## src/rtl/uart_tx_sched.sv

```systemverilog
// Round-robin scheduler sharing one uart_tx among NUM_REQ byte requesters.
// Optional WAIT abort timeout is enabled with `define UART_TX_SCHED_TIMEOUT_EN.
module uart_tx_sched #(
    parameter int unsigned NUM_REQ        = 4,
    parameter int unsigned GAP_CYCLES     = 16,
    parameter int unsigned TIMEOUT_CYCLES = 1_000_000
) (
    input  logic                   clk,
    input  logic                   rst_n,
    input  logic [NUM_REQ-1:0]     req,
    input  logic [8*NUM_REQ-1:0]   req_data,
    input  logic [2:0]             baud_cfg,
    output logic [NUM_REQ-1:0]     ack,
    output logic [NUM_REQ-1:0]     done,
    output logic                   busy,
    output logic                   send_en,
    output logic [7:0]             data_byte,
    output logic [2:0]             baud_set,
    input  logic                   tx_done,
    output logic                   tx_timeout
);

    localparam int unsigned IDX_W = (NUM_REQ > 1) ? $clog2(NUM_REQ) : 1;
    localparam int unsigned GAP_W = (GAP_CYCLES > 1) ? $clog2(GAP_CYCLES) : 1;

    typedef enum logic [1:0] {
        S_IDLE = 2'd0,
        S_WAIT = 2'd1,
        S_GAP  = 2'd2
    } state_t;

    // Unsupported configurations elaborate this marker block.
    if (NUM_REQ < 2 || NUM_REQ > 8 || TIMEOUT_CYCLES == 0) begin : g_unsupported_cfg
    end

    state_t               r_state;
    logic [IDX_W-1:0]     r_ptr;
    logic [IDX_W-1:0]     r_gnt;
    logic [GAP_W-1:0]     r_gap_cnt;
    logic [NUM_REQ-1:0]   r_ack;
    logic [NUM_REQ-1:0]   r_done;
    logic                 r_busy;
    logic                 r_send_en;
    logic [7:0]           r_data;
    logic [2:0]           r_baud;

    logic                 w_found;
    logic [IDX_W-1:0]     w_win;
    logic [IDX_W-1:0]     w_cand;
    logic                 w_to_hit;

    // Round-robin search starting one past the last grant.
    always_comb begin
        w_found = 1'b0;
        w_win   = '0;
        w_cand  = '0;
        for (int k = 1; k <= int'(NUM_REQ); k++) begin
            w_cand = IDX_W'((int'(r_ptr) + k) % int'(NUM_REQ));
            if (!w_found && req[w_cand]) begin
                w_found = 1'b1;
                w_win   = w_cand;
            end
        end
    end

`ifdef UART_TX_SCHED_TIMEOUT_EN
    localparam int unsigned TO_W = (TIMEOUT_CYCLES > 1) ? $clog2(TIMEOUT_CYCLES) : 1;

    logic [TO_W-1:0] r_to_cnt;
    logic            r_timeout;

    assign w_to_hit   = (r_state == S_WAIT) && (r_to_cnt == TO_W'(TIMEOUT_CYCLES - 1));
    assign tx_timeout = r_timeout;

    // Cycles spent in WAIT since send_en; cleared at every grant.
    always_ff @(posedge clk or negedge rst_n) begin
        if (!rst_n) begin
            r_to_cnt  <= '0;
            r_timeout <= 1'b0;
        end else begin
            r_timeout <= 1'b0;
            if (r_state == S_IDLE) begin
                r_to_cnt <= '0;
            end else if (r_state == S_WAIT && !tx_done) begin
                if (w_to_hit) begin
                    r_timeout <= 1'b1;
                end else begin
                    r_to_cnt <= r_to_cnt + 1'b1;
                end
            end
        end
    end
`else
    assign w_to_hit   = 1'b0;
    assign tx_timeout = 1'b0;
`endif

    // Scheduler FSM with registered outputs.
    always_ff @(posedge clk or negedge rst_n) begin
        if (!rst_n) begin
            r_state   <= S_IDLE;
            r_ptr     <= IDX_W'(NUM_REQ - 1);
            r_gnt     <= '0;
            r_gap_cnt <= '0;
            r_ack     <= '0;
            r_done    <= '0;
            r_busy    <= 1'b0;
            r_send_en <= 1'b0;
            r_data    <= 8'h00;
            r_baud    <= 3'd0;
        end else begin
            r_ack     <= '0;
            r_done    <= '0;
            r_send_en <= 1'b0;
            case (r_state)
                S_IDLE: begin
                    if (w_found) begin
                        r_gnt     <= w_win;
                        r_ptr     <= w_win;
                        r_data    <= req_data[{w_win, 3'b000} +: 8];
                        r_baud    <= baud_cfg;
                        r_ack     <= NUM_REQ'(1) << w_win;
                        r_send_en <= 1'b1;
                        r_busy    <= 1'b1;
                        r_state   <= S_WAIT;
                    end
                end
                S_WAIT: begin
                    if (tx_done) begin
                        r_done <= NUM_REQ'(1) << r_gnt;
                    end
                    if (tx_done || w_to_hit) begin
                        r_gap_cnt <= '0;
                        if (GAP_CYCLES > 0) begin
                            r_state <= S_GAP;
                        end else begin
                            r_state <= S_IDLE;
                            r_busy  <= 1'b0;
                        end
                    end
                end
                S_GAP: begin
                    if (r_gap_cnt == GAP_W'(GAP_CYCLES - 1)) begin
                        r_state <= S_IDLE;
                        r_busy  <= 1'b0;
                    end else begin
                        r_gap_cnt <= r_gap_cnt + 1'b1;
                    end
                end
                default: begin
                    r_state <= S_IDLE;
                    r_busy  <= 1'b0;
                end
            endcase
        end
    end

    assign ack       = r_ack;
    assign done      = r_done;
    assign busy      = r_busy;
    assign send_en   = r_send_en;
    assign data_byte = r_data;
    assign baud_set  = r_baud;

endmodule
```

## config.mk

```make
export PLATFORM = sky130hd
export DESIGN_NAME = uart_tx_sched
export DESIGN_NICKNAME = d
export VERILOG_FILES = /design/src/rtl/uart_tx_sched.sv
export SDC_FILE = /design/constraint.sdc
export NUM_CORES = 1
export LEC_CHECK = 0
export CORE_AREA = 3 3 51 88
export CTS_BUF_LIST = sky130_fd_sc_hd__clkbuf_2 sky130_fd_sc_hd__clkbuf_4 sky130_fd_sc_hd__clkbuf_8
export DETAILED_ROUTE_END_ITERATION = 8
export DIE_AREA = 0 0 54 91
export DONT_BUFFER_PORTS = 1
export GPL_ROUTABILITY_DRIVEN = 0
export SYNTH_ARGS = -nofsm -noshare
export SYNTH_HDL_FRONTEND = slang
export SYNTH_SLANG_ARGS = --single-unit
```

## constraint.sdc

```tcl
create_clock -name clk -period 1.9 [get_ports clk]
set_clock_uncertainty 0.15 [all_clocks]
set_input_delay 0.475 -clock clk [delete_from_list [all_inputs] [get_ports clk]]
set_output_delay 0.475 -clock clk [all_outputs]
set_load 0.02 [all_outputs]
```

* After elaboration in Yosys (flattened, before gate mapping)
Cells that the tools add are included.
Storage, ports and cells: bits in registers 31, output and inout bits 22, logic and storage cells 74
Operators by class: add/sub/neg operators 5, $lt $le $gt $ge 4, equal/unequal tests 7, shifts and indexed selects 3, multiplexer cells 32, bitwise gates (word level) 1, reduce and logical (&&, ||, !) cells 12
Operator list (count):
- 32-bit by 6-bit indexed part select with 8-bit output | 1
- 4-bit two-way mux | 6
- 2-bit two-way mux | 7
- 2-bit by 3-bit less-than comparator with 1-bit output, second input constant | 4
- 1-bit two-way mux | 12
- 3-bit AND reduction | 3
- 1-bit binary-select mux with 2-bit select | 4
- 2-bit != test, second input constant | 4
- 4-bit one-hot mux with 2 select lines | 1
- 1-bit by 2-bit left shift with 4-bit output, first input constant | 2
- 2-bit one-hot mux with 3 select lines | 1
- 2-bit by 1-bit adder with 2-bit output, second input constant | 2
- 2-bit adder, second input constant | 2
- 4-bit by 1-bit adder with 4-bit output, second input constant | 1
- 4-bit == test, second input constant | 1
- 1-bit logical AND | 3
- 1-bit logical NOT | 3
- 1-bit one-hot mux with 3 select lines | 1
- 2-bit by 1-bit == test with 1-bit output, second input constant | 1
- 2-bit == test, second input constant | 1
- 2-bit logical NOT | 1
- 2-bit AND reduction | 1
- 2-bit nonzero test | 1
- 1-bit inverter | 1

* Depth between registers and ports, before layout
Gate-level depths: netlist of run 1.
word-level depth 16, depth in mapped cells 7

* Least setup slack after synthesis of run 1
No wires, ideal clock.
path type in2reg, start point in req[1], end point reg r_data[1], in the netlist data_byte[1], library setup time 0.130 ns, arrival 1.616 ns, required time 1.620 ns, slack 0.004 ns, cell stages on the path 7, buffers on the path 1, cells stage by stage or4_1 -> nand2_2 -> inv_2 -> buf_6 -> nand3_1 -> mux2_2 -> o211ai_2
Between the ends: word-level cells in the longest chain between the ends 13
Ends and longest elaborated chain:
- from (decl) | RTL line 10 | input logic [NUM_REQ-1:0] req,
- 1-bit binary-select mux with 2-bit select | RTL line 59 | if (!w_found && req[w_cand]) begin
- 1-bit two-way mux (implied by the code) | RTL line 59
- 1-bit two-way mux | RTL line 59
- 1-bit logical NOT | RTL line 59
- 1-bit logical AND | RTL line 59
- 1-bit two-way mux | RTL line 59
- 1-bit logical NOT | RTL line 59
- 1-bit logical AND | RTL line 59
- 1-bit two-way mux | RTL line 59
- 1-bit logical NOT | RTL line 59
- 1-bit logical AND | RTL line 59
- 2-bit two-way mux or 1-bit two-way mux (tied branches) | RTL line 59
- 32-bit by 6-bit indexed part select with 8-bit output or 2-bit AND reduction (tied branches)
- to (signal assigned) | RTL line 120 | r_data <= req_data[{w_win, 3'b000} +: 8];
- to (decl) | RTL line 44 | logic [7:0] r_data;
Parallel ways exist; a longest one is shown, timed or not. The select of a mux whose other input is x is not followed. A chain may end at the register's enable or synchronous reset.

* Final worst setup path of run 1
start point reg r_ptr[1], end point reg r_data[6], in the netlist data_byte[6]
Between the ends: word-level cells in the longest chain between the ends 14
Ends and longest elaborated chain:
- from (decl) | RTL line 37 | logic [IDX_W-1:0] r_ptr;
- from (signal assigned) | RTL line 102 | r_ptr <= IDX_W'(NUM_REQ - 1);
- from (signal assigned) | RTL line 119 | r_ptr <= w_win;
- 2-bit by 1-bit adder with 2-bit output | RTL line 58 | w_cand = IDX_W'((int'(r_ptr) + k) % int'(NUM_REQ));
- 1-bit binary-select mux with 2-bit select | RTL line 59
- 1-bit two-way mux (implied by the code) | RTL line 59
- 1-bit two-way mux | RTL line 59
- 1-bit logical NOT | RTL line 59
- 1-bit logical AND | RTL line 59
- 1-bit two-way mux | RTL line 59
- 1-bit logical NOT | RTL line 59
- 1-bit logical AND | RTL line 59
- 1-bit two-way mux | RTL line 59
- 1-bit logical NOT | RTL line 59
- 1-bit logical AND | RTL line 59
- 2-bit two-way mux or 1-bit two-way mux (tied branches) | RTL line 59
- 32-bit by 6-bit indexed part select with 8-bit output or 2-bit AND reduction (tied branches)
Parallel ways exist; a longest one is shown, timed or not. The select of a mux whose other input is x is not followed.

==> impl_metrics.ini, run 1 <==
[critical_path]
crit_arrival_ns = 1.94
path_max_fanout = 21
crit_chain = nand2b_1, a21oi_1, o221ai_2, buf_12, mux2_2, o211ai_2
worstReg2RegStart = r_ptr[1]
start_kind = flop
r2r_end = data_byte[6]
worstSetupEndpointType = flop
ff2ff_path_depth = 6
worst-r2r-setup-slack_ns = 0.007
cp.required_ns = 1.95
crit_slowest_cell = dfstp_2
path_class = flop to flop
cpPeakStageDelay_ns = 0.60

[clock_tree]
cts_sinks = 31
clk_pin_slew_ns = 0.07
htreeDepth = 2
clockBufferDepth = 2
cts_buffers = 5
cts_tree = done
cts_root_buf = clkbuf_8
cts_setup_buffers = 0
clk_latency_ns = 0.27

[placed_design]
placed_area_um2 = 1690
io_buffers = 0
dp_hpwl_um = 2690
dp_cells = 204

[floorplanning]
die_height_um = 91
ios = 64
start_util_pct = 41.7
rows = 30
core_um2 = 3870
die_w_um = 54
dieArea_um2 = 4910

[power]
seq_power_share_pct = 41.5
p_int_w = 0.00194
clockPowerShare_pct = 20.2
ir_drop_uv = 866
netSwitchingFraction_pct = 41.0
p_per_area_nw_per_um2 = 1780
p_leak_nw = 0.856
pwr-share-comb_pct = 38.4
switching_power_w = 0.00135

[finish]
finalCoreUtilization_pct = 47.9
fin_cells = 214
layout-area-overhead-vs-synth_pct = 15.0
design_area_um2 = 1850
fillerInstances = 368
drive_above_1_share_pct = 25.3
nets = 208
diodes = 0

[yosys]
synth_warnings = 0
yosysTopAreaCell = dfrtp_1
synth_cell_type_count = 33
synth.avg_cell_area_um2 = 10.3
synth_nets = 200
yosysMostFrequentCell = dfrtp_1
async_flop_share_pct = 100
synth_area_um2 = 1610
synth_area_leaders = dfrtp_1 (45%), nand2_1 (6.5%), mux2i_1 (6.2%)
synthCells = 157
synth-seq-cells = 31
yosys.area.top_type_share_pct = 45.0
synth_common_cells = dfrtp_1 (29), nand2_1 (28), nand3_1 (18), nor2_1 (12), mux2i_1 (10)
synth_edf_count = 0
synth_flop_cell = dfrtp_1
yosysSeqAreaShare_pct = 48.3

[global_route]
grt_pass1_wl_um = 6030
grt_max_degree = 32
grtUsageTotal_pct = 16.6
grt_pass1_vias = 1314
antenna_found_initial = 0
grt_overflow = 0

[sta]
finalHoldViolCount = 0
drv_slew = 0
max_freq_mhz = 528
period_share_pct = 99.6
hold_ws_ns = 0.156
post-route-min-period_ns = 1.89
rsz0062_at_grt = true
tns_ns = 0
setup-violations-final = 0

[detailed_routing]
vias = 1180
dr_wl_met3_um = 180
post-route-drc-count = 0
drt-met1-wl_um = 1260
ant_nets = 0
drtIter0Drc = 27
viasPerCell = 5.51
wl_per_cell_um = 16.7
wirelength_um = 3570
first_pass_iters = 4
wl_met2_um = 2110
top_layer = met4

[worst_hold_path]
holdPathStages = 2
min_path_type = input pin to flop
hold_start = baud_cfg[2]
hold_end = baud_set[2]

[flow_run]
maxCapViolCount = 0

[status]
status = finished clean
## worst max-delay path, delay by kind of cell (launching register included)
kind | cells | cell delay, ns
AOI/OAI and AO/OA | 3 | 0.35
buffers and inverters | 1 | 0.21
DFF | 1 | 0.60
muxes | 1 | 0.36
and+or+nand+nor | 1 | 0.13
## routing by layer
layer	global-route usage [%]	vias up
li1	-	555
met1	17.3	574
met2	29.9	49
met3	5.25	2
met4	4.99	0
met5	0	-
## placed cells by master, fill, tap and decap left out, types with 2 or more instances in the layout
cell type and count:
dfrtp_1 29, nand2_1 28, nand3_1 18, nor2_1 12, mux2i_1 10, o211ai_2 8
mux2_2 6, clkbuf_8 6, buf_4 6, nor2b_1 4, o21ai_0 4, and3_1 3
nand2b_1 3, buf_12 3, a21oi_1 2, xor2_1 2, mux2_4 2, dfstp_2 2
## per-stage QoR
stage / setup WS (ns) / power (W)
2_1_floorplan: 0.00388 / 0.00229
3_3_place_gp: 0.0603 / 0.00256
3_5_place_dp: 0.0229 / 0.00263
4_1_cts: 0.0107 / 0.00333
5_1_grt: -0.0591 / 0.00355
6_report: 0.00747 / 0.00330
## cells by family after synthesis
kind of cell             share of synthesized area, %
adder cells (fa/ha/maj)                         0.776
AND/OR/NAND/NOR                                  21.0
buffers and inverters                            4.50
multiplexers                                     11.8
flip-flops                                       48.3
other                                           0.233
AO/OA/AOI/OAI                                    11.7
XOR/XNOR                                         1.63
## flip-flops by register name, indices dropped and copies added (netlist names), 2 cells and up
name and cells:
r_ptr 2, baud_set 3, r_gnt 2, r_state 2, data_byte 8, done 4
ack 4, r_gap_cnt 4
## worst max-delay path by stage
| stage | startpoint | depth (start not counted) | endpoint | slack, ns |
|---|---|---|---|---|
| detailed placement | req[1] | 6 | data_byte[3] | 0.02 |
| global placement | req[1] | 6 | data_byte[5] | 0.06 |
| global route | r_ptr[0] | 6 | data_byte[5] | -0.06 |
| finish | r_ptr[1] | 6 | data_byte[6] | 0.007 |
| floorplan | req[1] | 7 | data_byte[1] | 0.004 |
| CTS | r_ptr[1] | 6 | data_byte[6] | 0.01 |
## repair_timing
action	CTS	global route
hold buffers	2	0
resized for setup	0	3
hold endpoints to repair	31	0
setup endpoints to repair	0	9
## power groups by stage
stage / registers, W / clock network [W] / logic, W
floorplan: 0.00131 / 0 / 0.000974
global placement: 0.00137 / 0 / 0.00119
detailed placement: 0.00138 / 0 / 0.00125
CTS: 0.00137 / 0.000687 / 0.00127
global route: 0.00140 / 0.000726 / 0.00142
finish: 0.00137 / 0.000665 / 0.00127
## cell type report
class,instances,area [µm²],area share (%)
Sequential cell,31,778,42.0
Timing Repair Buffer,10,115,6.21
Multi-Input combinational cell,115,774,41.8
Tap cell,48,60.1,3.24
Clock buffer,6,82.6,4.46
Clock inverter,2,35.0,1.89
Inverter,2,7.51,0.405
No activity file was read; power rests on OpenSTA's default activity.
==> run 2, diff against run 1 <==
--- a/config.mk
+++ b/config.mk
@@ -5,10 +5,10 @@
 export SDC_FILE = /design/constraint.sdc
 export NUM_CORES = 1
 export LEC_CHECK = 0
-export CORE_AREA = 3 3 51 88
+export CORE_AREA = 2 2 50 87
 export CTS_BUF_LIST = sky130_fd_sc_hd__clkbuf_2 sky130_fd_sc_hd__clkbuf_4 sky130_fd_sc_hd__clkbuf_8
 export DETAILED_ROUTE_END_ITERATION = 8
-export DIE_AREA = 0 0 54 91
+export DIE_AREA = 0 0 52 89
 export DONT_BUFFER_PORTS = 1
 export GPL_ROUTABILITY_DRIVEN = 0
 export SYNTH_ARGS = -nofsm -noshare
==> constraint.sdc (replaced) <==
create_clock -name clk -period 2.25 [get_ports clk]
set_clock_uncertainty 0.15 [all_clocks]
set_input_delay 0.5625 -clock clk [delete_from_list [all_inputs] [get_ports clk]]
set_output_delay 0.5625 -clock clk [all_outputs]
set_load 0.02 [all_outputs]
==> run 2 against run 1 <==
Net effect:
- combinational power shrank 23%
- power shrank 18%
- register-to-register slack gained 0.32 ns
- non-clock buffer count shrank 3
- count of clock-buffer cells in the layout is the same
- sequential power shrank 15%
- sequential share of layout area grew 1.1 points
- die area shrank 5.8%
- global-route usage grew 0.66 points
- setup slack gained 0.32 ns
==> impl_metrics.ini, run 2 (synthesized netlist as in run 1, its figures left out) <==
[floorplanning]
core_um2 = 3870
dieArea_um2 = 4630
rows = 30
start_util_pct = 41.7
die_w_um = 52
die_height_um = 89
ios = 64

[critical_path]
path_max_fanout = 19
worst-r2r-setup-slack_ns = 0.32
cp.required_ns = 2.30
path_class = flop to flop
crit_arrival_ns = 1.98
r2r_end = data_byte[5]
ff2ff_path_depth = 6
worstSetupEndpointType = flop
start_kind = flop
worstReg2RegStart = r_ptr[1]

[power]
seq_power_share_pct = 42.9
p_int_w = 0.00158
ir_drop_uv = 708
p_leak_nw = 0.827
pwr-share-comb_pct = 36.5
p_per_area_nw_per_um2 = 1490
switching_power_w = 0.00112
clockPowerShare_pct = 20.6
netSwitchingFraction_pct = 41.5

[finish]
fillerInstances = 355
ff_latch_area_um2 = 778
layout_commonest_cell = dfrtp_1
layout-area-overhead-vs-synth_pct = 12.0
nets = 205
final_cell_mix = dfrtp_1 (29), nand2_1 (28), nand3_1 (18)
multi_input_area_um2 = 761
diodes = 0
drive_above_1_share_pct = 23.3
largest_reg_flops = 8

[detailed_routing]
post-route-drc-count = 0
vias = 1151
wirelength_um = 3530
drtIter0Drc = 30
ant_nets = 0
first_pass_iters = 4
wl_per_cell_um = 16.7
viasPerCell = 5.45

[flow_run]
maxCapViolCount = 0

[clock_tree]
cts_setup_buffers = 0
post_cts_resize_count = 0
clk_latency_ns = 0.27
cts_buffers = 5
clk_pin_slew_ns = 0.06
cts_sinks = 31
clockBufferDepth = 2
cts_tree = done
cts_root_buf = clkbuf_8
hold_buffers = 2
htreeDepth = 2

[sta]
final.setup.worst_slack_ns = 0.325
tns_ns = 0
rsz0062_at_grt = false
max-slew-margin-rel_pct = 61.6
post-route-min-period_ns = 1.93
worst_slew_pin_slew_ns = 0.573
period_share_pct = 85.6
finalHoldViolCount = 0
setup-violations-final = 0
drv_slew = 0
max_freq_mhz = 519

[worst_hold_path]
holdPathStages = 2
hold_end = baud_set[0]
min_path_type = input pin to flop
hold_start = baud_cfg[0]

[global_route]
antenna_found_initial = 0
grt_pass1_vias = 1240
grt_overflow = 0
grtUsageTotal_pct = 17.3
grt_pass1_wl_um = 5820
grt_max_degree = 32

[placed_design]
dp_slack_ns = 0.236
dp_hpwl_um = 2630
io_buffers = 0

[status]
status = finished clean
==> run 2: layout make-up <==
class / instances / share of cell area (%)
multi-input combinational: 115 / 42.2
timing repair buffer: 7 / 4.44
tap: 48 / 3.33
inverter: 2 / 0.416
sequential: 31 / 43.1
clock buffer: 6 / 4.58
clock inverter: 2 / 1.94
==> run 2: critical path, cell delays in order, from the launching register on <==
cell      delay [ns]
dfstp_2         0.60
nand2b_1        0.12
a21oi_1         0.08
o221ai_2        0.15
buf_4           0.30
mux2_2          0.39
o211ai_2        0.06
==> run 2: metal layers <==
layer / GRT usage, % / part of all wire, %
met5: 0 / 0
met4: 7.18 / 1.6
met3: 5.35 / 6.4
met2: 31.5 / 56
met1: 17.7 / 36
==> run 2: power by group through the flow <==
stage          clock [W]  sequential, W  combinational (W)
2_1_floorplan          0        0.00111           0.000822
3_3_place_gp           0        0.00116           0.000932
3_5_place_dp           0        0.00117           0.000985
4_1_cts         0.000573        0.00116            0.00100
5_1_grt         0.000591        0.00119            0.00111
6_report        0.000556        0.00116           0.000984
==> run 2: metrics by stage <==
step                hold slack (ns)  std cells  util [%]  power (W)  cell area [µm²]
finish                        0.240        211      46.7    0.00270             1800
global route                  0.238        211      46.7    0.00290             1800
CTS                           0.230        211      46.7    0.00274             1800
detailed placement            0.118        201      42.8    0.00216             1660
global placement              0.118        201      42.8    0.00209             1660
floorplan                     0.117        157         -    0.00193             1610
==> run 2: worst max-delay path by stage <==
stage                         from           end  cells after the start
after floorplan             req[1]  data_byte[1]                      7
after CTS                 r_ptr[1]  data_byte[5]                      6
after global routing      r_ptr[1]  data_byte[1]                      6
final                     r_ptr[1]  data_byte[5]                      6
after global placement      req[1]  data_byte[5]                      6
after detailed placement    req[1]  data_byte[5]                      6
==> run 3, diff against run 2 <==
==> constraint.sdc (replaced) <==
create_clock -name clk -period 2 [get_ports clk]
set_clock_uncertainty 0.15 [all_clocks]
set_input_delay 0.5 -clock clk [delete_from_list [all_inputs] [get_ports clk]]
set_output_delay 0.5 -clock clk [all_outputs]
set_load 0.02 [all_outputs]
==> run 3 against run 2 <==
Net effect:
- hold slack worse by 0.070 ns
- wire length is 2.0% lower
- cell count is 0.47% higher
- setup slack worse by 0.21 ns
- via count is 0.61% lower
- power is 8.4% higher
- sequential share of layout area is 0.33 points higher
- critical path depth stayed put
- flip-flop and latch count stayed put
- non-clock buffer count is 1 higher
- largest cell class unchanged
- largest power group unchanged
==> impl_metrics.ini, run 3 (synthesized netlist as in run 1, its figures left out) <==
[finish]
finalCoreUtilization_pct = 46.3
drive_above_1_share_pct = 23.8
final_cell_mix = dfrtp_1 (29), nand2_1 (28), nand3_1 (18)
largest_reg_flops = 8
fillerInstances = 360
diodes = 0
nets = 206
layout_commonest_cell = dfrtp_1
layout-area-overhead-vs-synth_pct = 11.1
fin_cells = 212

[global_route]
grtUsageTotal_pct = 16.8
antenna_found_initial = 0
grt_pass1_wl_um = 5600
grt_overflow = 0
grt_max_degree = 32
grt_pass1_vias = 1217

[power]
p_leak_nw = 0.821
ir_drop_uv = 721
p_per_area_nw_per_um2 = 1630

[clock_tree]
clk_latency_ns = 0.28
cts_root_buf = clkbuf_8
cts_setup_buffers = 0
htreeDepth = 2
clk_pin_slew_ns = 0.06
cts_buffers = 5
clockBufferDepth = 2
cts_sinks = 31
cts_tree = done

[floorplanning]
ios = 64
die_height_um = 89
rows = 30
dieArea_um2 = 4630
core_um2 = 3870
die_w_um = 52
start_util_pct = 41.7

[critical_path]
crit_arrival_ns = 1.94
cpPeakStageDelay_ns = 0.56
crit_chain = and3b_1, o31ai_4, buf_12, nand3_1, mux2_2, o211ai_2
start_kind = flop
worstSetupEndpointType = flop
path_class = flop to flop
cp.required_ns = 2.06
worst-r2r-setup-slack_ns = 0.12
crit_slowest_cell = dfstp_2
path_max_fanout = 17

[flow_run]
maxCapViolCount = 0

[placed_design]
io_buffers = 0
dp_cells = 202
dp_hpwl_um = 2510
dp_slack_ns = 0.0810

[detailed_routing]
dr_wl_met3_um = 217
drtIter0Drc = 17
wirelength_um = 3460
wl_per_cell_um = 16.3
top_layer = met4
wl_met2_um = 1900
post-route-drc-count = 0
first_pass_iters = 6
ant_nets = 0
drt-met1-wl_um = 1290
vias = 1144
viasPerCell = 5.40

[sta]
final.setup.worst_slack_ns = 0.117
max-slew-margin-rel_pct = 60.0
tns_ns = 0
post-route-min-period_ns = 1.88
rsz0062_at_grt = false
period_share_pct = 94.2
worst_slew_pin_slew_ns = 0.598
drv_slew = 0
finalHoldViolCount = 0
max_freq_mhz = 531
setup-violations-final = 0

[worst_hold_path]
min_path_type = input pin to flop

[status]
status = finished clean
## run 3: repair_timing
action / 4_1_cts / 5_1_grt
resized for setup: 0 / 0
hold buffers: 2 / 0
endpoints found under the hold margin: 31 / 0
## run 3: critical path: cells and delay by family (launching register included)
family / cells / cell delay [ns]
buffers and inverters: 1 / 0.18
AND/OR/NAND/NOR: 2 / 0.30
multiplexers: 1 / 0.29
flip-flops: 1 / 0.56
AO/OA/AOI/OAI: 2 / 0.33
## run 3: path summary, 6_finish.rpt
path,from,endpoint,cells after the start
worst max-delay path,r_ptr[0],data_byte[6],6
worst min-delay path,baud_cfg[2],baud_set[2],2
worst max register to register,r_ptr[0],data_byte[6],6
worst min register to register,r_gnt[1],done[1],1
max in group asynchronous,rst_n,r_ptr[0],2
min in group asynchronous,rst_n,r_state[0],2
## run 3: cell type report
cell class	instances	area [µm²]	area share (%)
flip-flops and latches	31	778	43.5
multi-input cells	115	761	42.5
repair buffers	8	100	5.59
clock buffers	5	68.8	3.84
well taps	48	60.1	3.35
clock inverters	3	15.0	0.839
inverters	2	7.51	0.419
## run 3: metrics by stage
| step | total power [W] | hold slack, ns | instance area [µm²] |
|---|---|---|---|
| after floorplan | 0.00217 | 0.0544 | 1610 |
| after global placement | 0.00240 | 0.0550 | 1680 |
| after detailed placement | 0.00247 | 0.0551 | 1680 |
| after CTS | 0.00297 | 0.165 | 1790 |
| after global routing | 0.00315 | 0.166 | 1790 |
| final | 0.00292 | 0.171 | 1790 |
## run 3: where the power goes
part / internal [W] / total, W / leakage, nW / switching [W]
registers: 0.000893 / 0.00130 / 0.390 / 0.000410
logic: 0.000516 / 0.00115 / 0.384 / 0.000635
clock network: 0.000237 / 0.000470 / 0.0477 / 0.000233
## run 3: metal layers
metal	global-route usage [%]	vias to the layer above
met2	30.4	56
met1	17.3	536
met3	6.02	5
met5	0	-
met4	6.46	0
li1	-	547
